## src/rtl/imem_pkg.sv

```systemverilog
// Shared types and constants for the instruction-fetch responder.
// Holds the NOP word, default widths and the pipeline stage record.
package imem_pkg;

    localparam int ADDR_W_DEF  = 32;
    localparam int DATA_W_DEF  = 32;
    localparam int DEPTH_W_DEF = 6;

    // addi x0, x0, 0 -- returned in place of data on a bad fetch
    localparam logic [DATA_W_DEF-1:0] NOP_INSTR = 32'h0000_0013;

    typedef struct packed {
        logic                  valid;
        logic                  err;
        logic [DATA_W_DEF-1:0] data;
    } stage_t;

endpackage

```

## src/rtl/sync_fifo.sv

```systemverilog
// Ordered single-clock FIFO holding fetch responses.
// DEPTH must be a power of two; pointers carry one wrap bit.
module sync_fifo #(
    parameter int WIDTH = 33,
    parameter int DEPTH = 4
) (
    input  logic             clk,
    input  logic             rst,
    input  logic             push,
    input  logic [WIDTH-1:0] push_data,
    input  logic             pop,
    output logic [WIDTH-1:0] pop_data,
    output logic             full,
    output logic             empty
);

    localparam int AW = $clog2(DEPTH);

    logic [WIDTH-1:0] r_mem [DEPTH];
    logic [AW:0]      r_wr;
    logic [AW:0]      r_rd;
    logic             w_do_push;
    logic             w_do_pop;

    assign w_do_push = push && !full;
    assign w_do_pop  = pop && !empty;

    assign empty = (r_wr == r_rd);
    assign full  = (r_wr[AW] != r_rd[AW]) &&
                   (r_wr[AW-1:0] == r_rd[AW-1:0]);

    assign pop_data = r_mem[r_rd[AW-1:0]];

    // Pointer update; wrap is modulo DEPTH through the low bits
    always_ff @(posedge clk) begin
        if (rst) begin
            r_wr <= '0;
            r_rd <= '0;
        end else begin
            if (w_do_push) r_wr <= r_wr + (AW+1)'(1);
            if (w_do_pop)  r_rd <= r_rd + (AW+1)'(1);
        end
    end

    // Entry storage, not reset: only slots behind r_wr are ever read
    always_ff @(posedge clk) begin
        if (w_do_push) r_mem[r_wr[AW-1:0]] <= push_data;
    end

endmodule

```

## src/rtl/imem_fetch_responder.sv

```systemverilog
// Instruction-fetch responder: word store, error check, fixed
// latency pipeline, credit counter and ordered response FIFO.
module imem_fetch_responder
    import imem_pkg::*;
#(
    parameter int ADDR_W     = ADDR_W_DEF,
    parameter int DATA_W     = DATA_W_DEF,
    parameter int DEPTH_W    = DEPTH_W_DEF,
    parameter int LAT        = 2,
    parameter int FIFO_DEPTH = 4
) (
    input  logic               clk,
    input  logic               rst,
    input  logic               req_valid,
    output logic               req_ready,
    input  logic [ADDR_W-1:0]  req_addr,
    output logic               rsp_valid,
    input  logic               rsp_ready,
    output logic [DATA_W-1:0]  rsp_data,
    output logic               rsp_err,
    input  logic               wr_en,
    input  logic [DEPTH_W-1:0] wr_addr,
    input  logic [DATA_W-1:0]  wr_data
);

    localparam int CNT_W = $clog2(FIFO_DEPTH + 1);

    logic [DATA_W-1:0]  r_mem [2**DEPTH_W];
    logic [CNT_W-1:0]   r_count;
    logic               w_accept;
    logic               w_rsp_hs;
    logic               w_misalign;
    logic               w_range;
    logic [DEPTH_W-1:0] w_idx;
    logic               w_empty;
    logic               w_full;
    logic [DATA_W:0]    w_head;
    stage_t             w_s0;
    stage_t             w_last;

    // Ready comes only from the registered credit count
    assign req_ready = !rst && (r_count < CNT_W'(FIFO_DEPTH));
    assign w_accept  = req_valid && req_ready;
    assign w_rsp_hs  = rsp_valid && rsp_ready;

    assign w_idx      = req_addr[DEPTH_W+1:2];
    assign w_misalign = |req_addr[1:0];
    assign w_range    = |req_addr[ADDR_W-1:DEPTH_W+2];

    // Accept-cycle stage: store read is combinational, so a same
    // cycle write to this word is seen only after the edge
    always_comb begin
        w_s0.valid = w_accept;
        w_s0.err   = w_misalign || w_range;
        w_s0.data  = r_mem[w_idx];
        if (w_misalign || w_range) w_s0.data = NOP_INSTR;
    end

    // Preload write port; the store survives reset
    always_ff @(posedge clk) begin
        if (wr_en) r_mem[wr_addr] <= wr_data;
    end

    // Credits cover everything in flight plus everything queued
    always_ff @(posedge clk) begin
        if (rst) begin
            r_count <= '0;
        end else begin
            unique case ({w_accept, w_rsp_hs})
                2'b10:   r_count <= r_count + CNT_W'(1);
                2'b01:   r_count <= r_count - CNT_W'(1);
                default: r_count <= r_count;
            endcase
        end
    end

    // The accept cycle is the first of LAT stages; the other
    // LAT-1 are registers that always advance
    generate
        if (LAT == 1) begin : g_nopipe
            assign w_last = w_s0;
        end else begin : g_pipe
            stage_t r_pipe [LAT-1];

            // Shift the stage records; reset drops in-flight work
            always_ff @(posedge clk) begin
                r_pipe[0] <= w_s0;
                for (int i = 1; i < LAT - 1; i++) begin
                    r_pipe[i] <= r_pipe[i-1];
                end
                if (rst) begin
                    for (int i = 0; i < LAT - 1; i++) begin
                        r_pipe[i].valid <= 1'b0;
                    end
                end
            end

            assign w_last = r_pipe[LAT-2];
        end
    endgenerate

    sync_fifo #(
        .WIDTH (DATA_W + 1),
        .DEPTH (FIFO_DEPTH)
    ) u_fifo (
        .clk       (clk),
        .rst       (rst),
        .push      (w_last.valid && !w_full),
        .push_data ({w_last.err, w_last.data}),
        .pop       (w_rsp_hs),
        .pop_data  (w_head),
        .full      (w_full),
        .empty     (w_empty)
    );

    assign rsp_valid = !w_empty;
    assign rsp_err   = w_empty ? 1'b0 : w_head[DATA_W];
    assign rsp_data  = w_empty ? '0 : w_head[DATA_W-1:0];

endmodule

```

## config.mk

```make
export PLATFORM = sky130hd
export DESIGN_NAME = imem_fetch_responder
export DESIGN_NICKNAME = d
export VERILOG_FILES = /design/src/rtl/imem_pkg.sv /design/src/rtl/sync_fifo.sv /design/src/rtl/imem_fetch_responder.sv
export SDC_FILE = /design/constraint.sdc
export NUM_CORES = 2
export LEC_CHECK = 0
export CAP_MARGIN = 5
export CORE_MARGIN = 5
export CORE_UTILIZATION = 62
export CTS_BUF_LIST = sky130_fd_sc_hd__clkbuf_4 sky130_fd_sc_hd__clkbuf_8 sky130_fd_sc_hd__clkbuf_16
export DETAILED_ROUTE_END_ITERATION = 16
export GPL_TIMING_DRIVEN = 0
export MAX_ROUTING_LAYER = met4
export PLACE_DENSITY = 0.79
export SYNTH_ARGS = -nofsm -noshare
export SYNTH_HDL_FRONTEND = slang
export SYNTH_SLANG_ARGS = --single-unit
```

## constraint.sdc

```tcl
create_clock -name clk -period 5 [get_ports clk]
set_input_delay 0.75 -clock clk [delete_from_list [all_inputs] [get_ports clk]]
set_output_delay 0.75 -clock clk [all_outputs]
set_load 0.02 [all_outputs]
```

==> out/results.ini <==
[critical_path]
endpoint_kind=flop
cp.arrival_ns=5.42
critical_path_class=in -> reg
r2r_setup_slack_ns=1.79
cp.required_ns=5.64
path_max_fanout=10
cp-start-kind=input port

[synth]
ys.warnings.count=0
yosysTopAreaCellShare_pct=77.2
async_flop_share_pct=0
synthTopCellsByCount=edfxtp_1 (2,180), mux4_2 (580), mux2i_1 (104)
ys_ff_latch=2225
yosysTopAreaCell=edfxtp_1
avgSynthCellArea_um2=23.2
synth_area_mm2=0.0848
synthFlopType=edfxtp_1
syn_inst=3656
synth_area_leaders=edfxtp_1 (77%), mux4_2 (15%), mux2i_1 (1.2%), dfxtp_1 (1.1%), nor2b_1 (0.46%)
syn_nets=3738
synth.distinct_cells=61
synth_most_common_cell=edfxtp_1
synth_edf_count=2180
yosysSeqAreaShare_pct=78.2

[floorplanning]
io_pins=110
coreArea_mm2=0.136
chipWidth_um=380
die_y_um=380
dieArea_mm2=0.144
row_count=135
initial_core_util_pct=62.5

[finish]
fin_nets=4205
stdcell_area_mm2=0.0985
area_delta_synth_final_pct=16.1
fin_cells=6099
seqCellArea_mm2=0.0664
num-fill-cells=7102
layout-drive-gt1-share_pct=30.9
multi_input_area_mm2=0.0179

[timing]
rsz0062_at_grt=false
max-slew-margin-rel_pct=-5.99
worstMarginPinSlew_ns=1.59
setup_viol=0
worst_slack_ns=0.226
hold_violations=0
fmax_mhz=209
slew_viol_final=56
min_period_ns=4.77
fin_tns_setup_ns=0
period_share_pct=95.5
fin_skew_ns=0.0568

[detailed_routing]
drc_errors=0
finalWirelength_um=297000
dr.pass1.iters=10
ant_nets=0
via_per_inst=8.00
drt_iter0_drc=11300
wl_per_cell_um=48.6
vias=48800

[clocking]
clockBufferDepth=3
postCtsSetupBuffers=0
postCtsHoldBufs=0
cts_sinks=2225
clkTransAtPathRegs_ns=0.07
insertion_delay_ns=0.90
cts_resized=0
root_buffer=clkbuf_16
cts_tree=done
numCtsBuffers=206
cts_max_level=4

[placement]
hpwl_um=183000
dpl.cell_count=5692
place_congestion=0.957
place_area_mm2=0.0917
io_buffers=102
dp_slack_ns=-0.124

[min_path]
hold_class=in -> reg

[global_routing]
track_usage_pct=42.3
grt-ovfl-total=0
grt_pass1_wl_um=397000
antenna_found_initial=17
grt_max_degree=65
grt_pass1_vias=47800

[power_and_ir_drop]
power.leakage_nw=31.1
max-vdd-ir-drop_mv=0.392
p_per_area_mw_per_mm2=398
power_mw=39.2

[job]
max_cap_violations=6

[run_status]
status=finished, violations left
violations=max-capacitance violations, max-slew violations

[final cells by class]
class,instances,area share (%)
buffer,192,1.05
sequential,2225,67.4
inverter,9,0.0343
clock buffer,267,5.76
tap,1781,2.26
antenna,21,0.0534
clock inverter,115,0.995
multi-input combinational,1230,18.2
timing repair buffer,259,4.28
[logic make-up (layout without fill, tap and decap cells)]
group           after synthesis  after routing  share of synthesized area [%]
compound gates              219            219                           1.72
xor+xnor                      9              9                         0.0929
fa+ha+maj                     7              7                          0.112
buf+inv                     201            842                           1.25
flops                      2225           2225                           78.2
mux                         713            713                           17.0
other cells                   0             21                              0
simple gates                282            282                           1.59
[sequential cells by signal (all words and copies together) (netlist names), named ones only]
| name | flops |
|---|---|
| r_mem | 2048 |
| u_fifo.r_mem | 132 |
| g_pipe.r_pipe | 34 |
| r_count | 3 |
| u_fifo.r_rd | 3 |
| u_fifo.r_wr | 3 |
[report_power, final]
part	switching (mW)	internal, mW	total, mW
registers	0.0588	20.6	20.7
logic	1.77	1.06	2.82
clock network	7.18	8.57	15.7
total	9.00	30.2	39.2
[worst max-delay path, cell delays in order]
cell and delay, ns:
clkbuf_1 0.51, buf_1 0.73, clkbuf_1 1.04, clkbuf_1 1.18, a21oi_1 0.25, mux2i_1 0.58, o32ai_1 0.33
[final timing paths]
path / startpoint / endpoint / cells after the start
worst max-delay path: req_addr[5] / g_pipe.r_pipe[0][31]$_SDFF_PP0_ / 7
worst min-delay path: wr_data[13] / r_mem[14][13]$_DFFE_PP_ / 1
worst max register to register: r_mem[7][5]$_DFFE_PP_ / g_pipe.r_pipe[0][5]$_SDFF_PP0_ / 4
worst min register to register: g_pipe.r_pipe[0][18]$_SDFF_PP0_ / u_fifo.r_mem[2][18]$_DFFE_PP_ / 0
[routing by layer]
metal	share of wire, %	vias to the layer above	GRT usage, %
met2	43	6417	59.1
met3	19	1752	18.9
met5	0	-	-
li1	-	16500	-
met1	29	24100	49.8
met4	9.6	0	28.8
[layout by cell type (no fill, tap or decap), types with 21 or more instances in the layout]
master / count
buf_2: 101
nor2b_1: 62
nor2_1: 33
nor2_4: 61
buf_12: 77
edfxtp_1: 2180
mux2_2: 29
dfxtp_1: 45
buf_6: 27
nand2_1: 62
buf_16: 54
clkinv_1: 46
mux2i_1: 104
clkbuf_16: 207
clkbuf_1: 59
buf_4: 31
clkbuf_4: 54
clkinv_2: 38
a211oi_1: 35
mux4_2: 580
o21ai_0: 34
a21oi_1: 47
o22ai_1: 27
clkdlybuf4s50_1: 70
diode_2: 21
[per-stage QoR]
stage | hold slack, ns | util, %
2_1_floorplan | 0.438 | -
3_3_place_gp | 0.447 | 64.9
3_5_place_dp | 0.466 | 67.5
4_1_cts | 0.124 | 72.4
5_1_grt | 0.137 | 72.5
6_report | 0.151 | 72.5
Note: power is estimated with default switching activity, not from simulation.
